## config.mk

```make
export PLATFORM = sky130hd
export DESIGN_NAME = ysyx_040750_hazard_ctrl
export DESIGN_NICKNAME = d
export VERILOG_FILES = /design/src/rtl/ysyx_040750_hazard_ctrl.sv
export SDC_FILE = /design/constraint.sdc
export NUM_CORES = 1
export LEC_CHECK = 0
export ABC_AREA = 1
export CORE_MARGIN = 3
export CORE_UTILIZATION = 25
export CTS_BUF_LIST = sky130_fd_sc_hd__clkbuf_4 sky130_fd_sc_hd__clkbuf_8
export CTS_CLUSTER_SIZE = 14
export DETAILED_ROUTE_END_ITERATION = 10
export PLACE_DENSITY_LB_ADDON = 0.12
export REMOVE_ABC_BUFFERS = 1
export SYNTH_ARGS = -nofsm -noshare
export SYNTH_HDL_FRONTEND = slang
export SYNTH_SLANG_ARGS = --single-unit
export TNS_END_PERCENT = 10
```

## constraint.sdc

```tcl
create_clock -name I_sys_clk -period 2.3 [get_ports I_sys_clk]
set_clock_uncertainty 0.2 [all_clocks]
set_input_delay 0.23 -clock I_sys_clk [delete_from_list [all_inputs] [get_ports I_sys_clk]]
set_output_delay 0.23 -clock I_sys_clk [all_outputs]
set_load 0.05 [all_outputs]
```

## src/rtl/ysyx_040750_hazard_ctrl.sv

```systemverilog
// rtl/ysyx_040750_hazard_ctrl.sv - pipeline hazard controller with shadow scoreboard
//
// Purpose: shadows {rd, wen, load} of the EX/MEM/WB instructions, produces
// rs1/rs2 match vectors and write-enables for the forward unit, inserts
// load-use bubbles, and applies memory-stall freeze and branch-flush kill.
//
// Optional feature macro: YSYX_040750_HAZARD_PERF_EN (adds perf counters).
//
// Ports:
//   I_sys_clk, I_rst          clock, synchronous active-high reset
//   I_ID_*                    decoded operands of the instruction in ID
//   I_mem_stall, I_flush      memory not ready / branch redirect
//   O_{EX,MEM,WB}_stall       {rs1 match, rs2 match} per stage
//   O_{EX,MEM,WB}_reg_wen     scoreboard write-enable per stage
//   O_PC_hold, O_ID_EX_bubble, O_pipe_freeze   pipeline control
//   O_luse_cnt, O_freeze_cnt  perf counters (macro defined only)
module ysyx_040750_hazard_ctrl #(
  parameter int REG_AW       = 5,
  parameter int LOAD_USE_CYC = 1
) (
  input  logic              I_sys_clk,
  input  logic              I_rst,
  input  logic              I_ID_valid,
  input  logic [REG_AW-1:0] I_ID_rs1,
  input  logic [REG_AW-1:0] I_ID_rs2,
  input  logic              I_ID_rs1_en,
  input  logic              I_ID_rs2_en,
  input  logic [REG_AW-1:0] I_ID_rd,
  input  logic              I_ID_reg_wen,
  input  logic              I_ID_is_load,
  input  logic              I_mem_stall,
  input  logic              I_flush,
  output logic [1:0]        O_EX_stall,
  output logic [1:0]        O_MEM_stall,
  output logic [1:0]        O_WB_stall,
  output logic              O_EX_reg_wen,
  output logic              O_MEM_reg_wen,
  output logic              O_WB_reg_wen,
  output logic              O_PC_hold,
  output logic              O_ID_EX_bubble,
`ifdef YSYX_040750_HAZARD_PERF_EN
  output logic [31:0]       O_luse_cnt,
  output logic [31:0]       O_freeze_cnt,
`endif
  output logic              O_pipe_freeze
);

  typedef struct packed {
    logic [REG_AW-1:0] rd;
    logic              wen;
    logic              load;
  } sb_entry_t;

  localparam sb_entry_t SB_EMPTY = '0;
  localparam logic [1:0] BCNT_RELOAD = 2'(LOAD_USE_CYC - 1);

  sb_entry_t ex_q, ex_d, mem_q, mem_d, wb_q, wb_d;
  logic [1:0] bcnt_q, bcnt_d;
  logic       luse, stall_req, issue;

  // Register 0 is hard-wired, so a write to it never creates a dependency.
  function automatic logic [1:0] match(input sb_entry_t e);
    logic m1, m2;
    m1 = I_ID_rs1_en & e.wen & (e.rd == I_ID_rs1) & (I_ID_rs1 != '0);
    m2 = I_ID_rs2_en & e.wen & (e.rd == I_ID_rs2) & (I_ID_rs2 != '0);
    return {m1, m2};
  endfunction

  always_comb begin
    O_EX_stall    = match(ex_q);
    O_MEM_stall   = match(mem_q);
    O_WB_stall    = match(wb_q);
    O_EX_reg_wen  = ex_q.wen;
    O_MEM_reg_wen = mem_q.wen;
    O_WB_reg_wen  = wb_q.wen;

    luse      = I_ID_valid & ex_q.wen & ex_q.load & (O_EX_stall != 2'b00);
    stall_req = luse | (bcnt_q != 2'd0);
    issue     = I_ID_valid & ~stall_req & ~I_flush;

    O_pipe_freeze  = I_mem_stall;
    O_PC_hold      = stall_req & ~I_flush & ~I_mem_stall;
    O_ID_EX_bubble = (stall_req | I_flush) & ~I_mem_stall;
  end

  always_comb begin
    ex_d   = ex_q;
    mem_d  = mem_q;
    wb_d   = wb_q;
    bcnt_d = bcnt_q;
    if (!I_mem_stall) begin
      wb_d  = mem_q;
      mem_d = ex_q;
      ex_d  = issue ? '{rd: I_ID_rd, wen: I_ID_reg_wen, load: I_ID_is_load} : SB_EMPTY;
      // A flush kills the consumer, so the extra bubbles are not needed.
      if (luse && (bcnt_q == 2'd0) && !I_flush) begin
        bcnt_d = BCNT_RELOAD;
      end else if (bcnt_q != 2'd0) begin
        bcnt_d = bcnt_q - 2'd1;
      end
    end
  end

  always_ff @(posedge I_sys_clk) begin
    if (I_rst) begin
      ex_q   <= SB_EMPTY;
      mem_q  <= SB_EMPTY;
      wb_q   <= SB_EMPTY;
      bcnt_q <= 2'd0;
    end else begin
      ex_q   <= ex_d;
      mem_q  <= mem_d;
      wb_q   <= wb_d;
      bcnt_q <= bcnt_d;
    end
  end

`ifdef YSYX_040750_HAZARD_PERF_EN
  logic [31:0] luse_cnt_q, freeze_cnt_q;

  always_ff @(posedge I_sys_clk) begin
    if (I_rst) begin
      luse_cnt_q   <= 32'd0;
      freeze_cnt_q <= 32'd0;
    end else begin
      if (O_PC_hold)   luse_cnt_q   <= luse_cnt_q + 32'd1;
      if (I_mem_stall) freeze_cnt_q <= freeze_cnt_q + 32'd1;
    end
  end

  assign O_luse_cnt   = luse_cnt_q;
  assign O_freeze_cnt = freeze_cnt_q;
`endif

endmodule
```

==> reports/qor.csv, run 1 <==
stage;metric;value;unit
worst_setup_path;Worst setup EP type;output pin;
min_path;hold depth;2;
grt;first-pass GRT wire length;7330;µm
detailed_routing;ANT nets after route;0;
final_layout;commonest non-fill, non-tap cell in the layout;nand2_1;
final_layout;fillers;588;
sta;fin worst setup slack;78.8;ps
grt;global route overflow;0;
detailed_routing;vias per cell;4.55;
sta;period utilization;96.6;%
worst_setup_path;delay-heaviest family, CP;buffers and inverters;
sta;final hold violations;0;
worst_setup_path;crit-path max cell delay;520;ps
pwr;Lkg Pwr;0.984;nW
final_layout;Final Cell Area;2150;µm²
grt;vias in the first global route;1496;
worst_setup_path;Worst path slowest cell;clkdlybuf4s50_1;
clocking;CTS clk-pin slew, worst paths;80;ps
die;Initial Utilization;26.9;%
die;I/O pins;36;
worst_setup_path;reg2reg path depth;9;
grt;maximum number of pins on one net before global-route repair;16;
yosys;Netlist cell types;31;
worst_setup_path;cell mode on critical path;nand2_1;
sta;hold_ws;274;ps
placed_design;pre-CTS WS;-58.9;ps
detailed_routing;DR top layer;met4;
yosys;synthesized cell area;1430;µm²
worst_setup_path;Crit. path cell count;12;
die;die height;81.6;µm
detailed_routing;met3 routed WL;156;µm
sta;fin crit period;2220;ps
clocking;clk_lat worst skew;270;ps
sta;worst-margin pin slew;512;ps
yosys;top-area cell type share of the netlist area;29.4;%
clocking;Clock Tree Buf Depth;2;
placed_design;Detail Placement HPWL;3480;µm
clocking;CTS buffer count;3;
die;die area;6660;µm²
placed_design;Final Wtd Congestion;0.874;
placed_design;placed cell areas;2030;µm²
outcome;outcome;finished, final reports clean;
clocking;Clock Sinks;21;
final_layout;most frequent cells in the layout;58 x nand2_1, 27 x inv_1, 23 x a21oi_1;
final_layout;nets;303;
worst_setup_path;critical path data arrival time;1790;ps
flow_run;max-cap violation count;0;
grt;total global-route track usage;14.2;%
yosys;Synth Warn #;0;
yosys;register area share after synthesis;29.4;%
yosys;synth top area cells;dfxtp_1 29%, nand2_1 15%, a21oi_1 8.4%;
min_path;Hold WC Path Type;flip-flop to flip-flop;
yosys;Syn Inst Count;230;
worst_setup_path;CP Buf/Inv Count;4;
detailed_routing;drt pass-1 iters;4;
sta;final setup fails;0;
die;Core ar.;5300;µm²
die;Die Span X;81.6;µm
placed_design;IO Port Bufs;35;
yosys;register bit total from synthesis;21;
detailed_routing;average wire per standard cell;12.8;µm
sta;Slew HR;65.8;%
pwr;Pwr per Cell Area;433;nW/µm²
clocking;htree depth;1;
clocking;root buf cell;clkbuf_8;
final_layout;Antenna Cells;0;
grt;antenna violations before repair;0;
detailed_routing;initial detailed-routing violation count;91;
yosys;syn_area_per_cell;6.21;µm²
worst_setup_path;crit start category;input port;
worst_setup_path;Required @ worst endpoint;1870;ps
yosys;post-synth top area cell;dfxtp_1;
final_layout;share of cells above drive strength 1;20.9;%
clocking;CTS tree;built;
detailed_routing;WL met1;2120;µm
final_layout;Sequential Area;423;µm²
die;Row Count;26;
worst_setup_path;critical path cell sequence;clkdlybuf4s50_1 > inv_2 > nand2_1 > nand2_1 > clkinv_1 > nand2_1 > nor2_2 > nand2_2 > nand2_4 > nand2_4 > a211oi_4 > buf_12;
final_layout;Core Util, Final;40.5;%
pwr;Worst VDD drop;0.177;mV
sta;fin. max-slew vios;0;
worst_setup_path;kind of critical path;input port to output pin;
final_layout;footprint of the multi-input gates;867;µm²
sta;Final TNS setup;0;ps
detailed_routing;drt drc;0;
detailed_routing;met2 routed WL;2110;µm
final_layout;Area Growth Syn to Fin;50.2;%
sta;fmax;450;MHz
worst_setup_path;CP Max Fanout;4;
detailed_routing;Vias;1578;
detailed_routing;Detailed Route WL;4430;µm
what timing repair did:
action / CTS / global route
pin swaps: 0 / 2
setup buffers: 0 / 1
setup endpoints to repair: 1 / 4
hold buffers: 0 / 0
resized for setup: 1 / 16
worst paths after layout:
path / start / end / slack, ps
max reg2reg: bcnt_q[0]$_SDFFE_PP0P_ / bcnt_q[1]$_SDFFE_PP0P_ / 480
min: ex_q[0]$_SDFFE_PP0N_ / ex_q[0]$_SDFFE_PP0N_ / 270
min reg2reg: ex_q[0]$_SDFFE_PP0N_ / ex_q[0]$_SDFFE_PP0N_ / 270
max: I_ID_rs1[3] / O_PC_hold / 80
sequential cells by signal, summed over array words and instances (netlist names):
signal,cells
wb_q,5
O_MEM_reg_wen,1
O_WB_reg_wen,1
mem_q,5
bcnt_q,2
O_EX_reg_wen,1
ex_q,6
cell families after synthesis:
group	Yosys count	share of synthesized area, %
AOI/OAI and AO/OA	48	19.2
DFF	21	29.4
adders and majority gates	1	0.876
buffers and inverters	45	12.7
xor gates and xnor gates	3	1.84
and+or+nand+nor	112	36.0
synth_stat cells:
| library cell | n |
|---|---|
| a211oi_2 | 1 |
| a21oi_1 | 24 |
| a21oi_2 | 1 |
| a221oi_1 | 2 |
| and3_1 | 1 |
| buf_1 | 3 |
| buf_2 | 1 |
| buf_4 | 1 |
| buf_6 | 1 |
| clkbuf_1 | 2 |
| clkinv_1 | 1 |
| dfxtp_1 | 21 |
| ha_1 | 1 |
| inv_1 | 27 |
| inv_2 | 9 |
| nand2_1 | 58 |
| nand2_2 | 2 |
| nand2_4 | 3 |
| nand3_1 | 7 |
| nand3_4 | 1 |
| nand4_1 | 8 |
| nor2_1 | 23 |
| nor2_2 | 5 |
| nor3_1 | 1 |
| nor4_1 | 3 |
| o2111ai_1 | 2 |
| o21ai_0 | 14 |
| o221ai_1 | 1 |
| o22ai_1 | 3 |
| xnor2_1 | 1 |
| xor2_1 | 2 |
where the power goes:
part / total (W) / internal [W] / leakage (nW) / switching, W
registers: 0.000405 / 0.000383 / 0.173 / 0.0000220
logic: 0.000256 / 0.000113 / 0.785 / 0.000143
clock network: 0.000268 / 0.000136 / 0.0262 / 0.000132
tightest hold or removal path: cells and delay by family, from the launching register on:
| kind | cells | cell delay (ps) |
|---|---|---|
| AOI/OAI and AO/OA | 1 | 60 |
| DFF | 1 | 310 |
| and+or+nand+nor | 1 | 60 |
per-stage QoR:
step	cells	power, W
after global placement	342	0.000662
after floorplan	222	0.000533
after CTS	346	0.000932
final	347	0.000928
after detailed placement	342	0.000661
after global routing	347	0.000983
area by class of cell:
type	count	share of cell area [%]
Multi-Input combinational cell	164	40.4
Timing Repair Buffer	51	27.1
Clock buffer	4	2.27
Tap cell	70	4.08
Inverter	37	6.47
Sequential cell	21	19.7
per-layer routing:
layer  GRT usage [%]  vias up
met5               0        -
met4            4.15        0
met1            18.8      701
li1                -      839
met3            2.30        5
met2            23.8       33
(Power assumes the default switching activity.)
==> inputs of run 2 (changes only) <==
- CORE_MARGIN: 3 -> 2
==> run 2 against run 1 <==
Net effect: utilization decreased by 2.1 points; final area decreased by 1.5%; final cell count increased by 0.58%.
==> reports/qor.csv, run 2 (synthesis results as in run 1) <==
stage;metric;value;unit;change
sta;fin crit period;2270;ps;+44.8 ps
worst_setup_path;crit path to;O_PC_hold;;
sta;final hold violations;0;;unchanged
placed_design;Detail Placement HPWL;3380;µm;-2.7%
final_layout;largest register by flop count;ex_q;;
pwr;Worst VDD drop;0.179;mV;+1.0%
clocking;CTS tree;built;;
worst_setup_path;Required @ worst endpoint;1870;ps;about the same
outcome;outcome;finished, final reports clean;;
detailed_routing;Detailed Route WL;4290;µm;-3.2%
pwr;Pwr per Cell Area;434;nW/µm²;+0.37%
detailed_routing;Vias;1595;;+1.1%
worst_setup_path;Reg-to-Reg Start;ex_q[5]$_SDFFE_PP0N_;;
worst_setup_path;Worst setup EP type;output pin;;
die;Row Count;27;;+3.8%
worst_setup_path;reg2reg path depth;10;;+1
pwr;Logic pwr share;27.9;%;+0.3 points
final_layout;Sequential Area;422;µm²;-0.30%
pwr;Internal;0.000632;W;+0.14%
worst_setup_path;CP Launch Point;I_ID_rs2_en;;
grt;global route overflow;0;;unchanged
sta;period utilization;98.5;%;+1.9 points
sta;worst-margin pin slew;505;ps;-7.19 ps
placed_design;Final Wtd Congestion;0.818;;-6.4%
final_layout;Antenna Cells;0;;unchanged
die;Core ar.;5510;µm²;+3.8%
final_layout;nets;303;;unchanged
die;I/O pins;36;;unchanged
detailed_routing;initial detailed-routing violation count;101;;+11%
final_layout;most frequent cells in the layout;58 x nand2_1, 26 x inv_1, 24 x a21oi_1;;
worst_setup_path;worst flop-to-flop path endpoint;ex_q[6]$_SDFFE_PP0N_;;
clocking;CTS buffer count;3;;unchanged
pwr;clock share of power;28.1;%;-0.7 points
clocking;clk_lat worst skew;260;ps;about the same
grt;antenna violations before repair;0;;unchanged
detailed_routing;vias per cell;4.57;;+0.50%
final_layout;Area Growth Syn to Fin;48.0;%;
detailed_routing;average wire per standard cell;12.3;µm;-3.8%
placed_design;pre-CTS WS;-130;ps;-71.0 ps
clocking;hold buffers post-CTS;0;;unchanged
worst_setup_path;critical path data arrival time;1840;ps;+50 ps
die;die height;79.6;µm;-2.5%
grt;vias in the first global route;1578;;+5.5%
pwr;Net Switching;0.000286;W;-3.7%
sta;fmax;441;MHz;-2.0%
die;die area;6340;µm²;-4.8%
detailed_routing;ANT nets after route;0;;unchanged
worst_setup_path;flop-to-flop setup slack;570;ps;+90 ps
placed_design;IO Port Bufs;35;;unchanged
sta;fin. max-slew vios;0;;unchanged
worst_setup_path;kind of critical path;input port to output pin;;
sta;final setup fails;0;;unchanged
worst_setup_path;crit start category;input port;;
detailed_routing;drt drc;0;;unchanged
flow_run;max-cap violation count;0;;unchanged
pwr;Reg power frac;44.0;%;+0.4 points
worst_setup_path;CP Max Fanout;3;;-1
final_layout;biggest regs;ex_q x6, mem_q x5, wb_q x5;;
detailed_routing;drt pass-1 iters;4;;unchanged
clocking;Clock Sinks;21;;unchanged
final_layout;commonest non-fill, non-tap cell in the layout;nand2_1;;
pwr;sw frac;31.2;%;-0.84 points
grt;maximum number of pins on one net before global-route repair;16;;unchanged
sta;fin worst setup slack;34.0;ps;-44.8 ps
pwr;Lkg Pwr;0.914;nW;-7.2%
clocking;Clock Tree Buf Depth;2;;unchanged
clocking;htree depth;1;;unchanged
final_layout;fillers;581;;-1.2%
final_layout;max reg flops;6;;unchanged
final_layout;share of cells above drive strength 1;20.6;%;-0.36 points
die;Initial Utilization;25.9;%;-1.0 points
worst_setup_path;Worst path slowest cell;clkdlybuf4s50_1;;
sta;Slew HR;66.3;%;+0.41 points
clocking;CTS clk-pin slew, worst paths;80;ps;about the same
min_path;Hold WC Path Type;flip-flop to flip-flop;;
worst_setup_path;crit-path max cell delay;500;ps;-20 ps
grt;first-pass GRT wire length;7360;µm;+0.38%
worst_setup_path;critical path cell sequence;clkdlybuf4s50_1 > nand2_1 > a21oi_1 > nand2_1 > nor2_2 > nand2_2 > nand2_4 > nand2_4 > a211oi_4 > buf_12;;
final_layout;footprint of the multi-input gates;858;µm²;-1.0%
sta;RSZ-0062 raised after global routing;true;;
grt;total global-route track usage;14.7;%;+0.46 points
clocking;root buf cell;clkbuf_8;;
pwr;total power;0.000918;W;-1.1%
die;Die Span X;79.6;µm;-2.5%
## run 2: stage by stage
step                setup TNS (ps)  instances  util, %  cell area [µm²]  hold WS (ps)
floorplan                    -2080        222        -             1390          99.1
global placement              -118        343     36.7             2020           256
detailed placement            -130        343     36.7             2020           256
CTS                              0        349     38.1             2100           270
global route                  -148        349     38.4             2110           288
finish                           0        349     38.4             2110           268
## run 2: how the worst min path moves through the flow
stage | from | endpoint | slack [ps] | depth (start not counted)
after global routing | ex_q[0]$_SDFFE_PP0N_ | ex_q[0]$_SDFFE_PP0N_ | 290 | 2
after global placement | ex_q[0]$_SDFFE_PP0N_ | ex_q[0]$_SDFFE_PP0N_ | 260 | 2
after detailed placement | ex_q[0]$_SDFFE_PP0N_ | ex_q[0]$_SDFFE_PP0N_ | 260 | 2
after CTS | ex_q[0]$_SDFFE_PP0N_ | ex_q[0]$_SDFFE_PP0N_ | 270 | 2
final | ex_q[0]$_SDFFE_PP0N_ | ex_q[0]$_SDFFE_PP0N_ | 270 | 2
after floorplan | I_rst | O_EX_reg_wen$_SDFFE_PP0N_ | 100 | 1
## run 2: power groups by stage
stage / logic (W) / clock network (W) / registers [W]
after floorplan: 0.000120 / 0 / 0.000414
after global placement: 0.000251 / 0 / 0.000413
after detailed placement: 0.000250 / 0 / 0.000412
after CTS: 0.000253 / 0.000267 / 0.000404
after global routing: 0.000284 / 0.000280 / 0.000407
final: 0.000256 / 0.000258 / 0.000404
## run 2: layer usage
layer | global-route usage, % | share of wire [%]
met5 | 0 | 0
met4 | 4.14 | 1.3
met3 | 2.94 | 4.1
met2 | 25.5 | 48
met1 | 18.2 | 47
## run 2: critical path, delay by kind of cell
kind / cells / cell delay, ps
and+or+nand+nor: 6 / 470
buffers and inverters: 2 / 670
AOI/OAI and AO/OA: 2 / 450
## run 2: cell type report
type | instances | area share (%)
clock buffer | 4 | 2.31
sequential | 21 | 19.9
inverter | 37 | 6.57
timing repair buffer | 51 | 26.3
tap | 72 | 4.26
multi-input combinational | 164 | 40.6
## run 2: repair_timing
item / 4_1_cts / 5_1_grt
cloned: 0 / 0
pin swaps: 2 / 1
endpoints found under the setup margin: 2 / 5
setup buffers: 2 / 0
resized for setup: 6 / 4
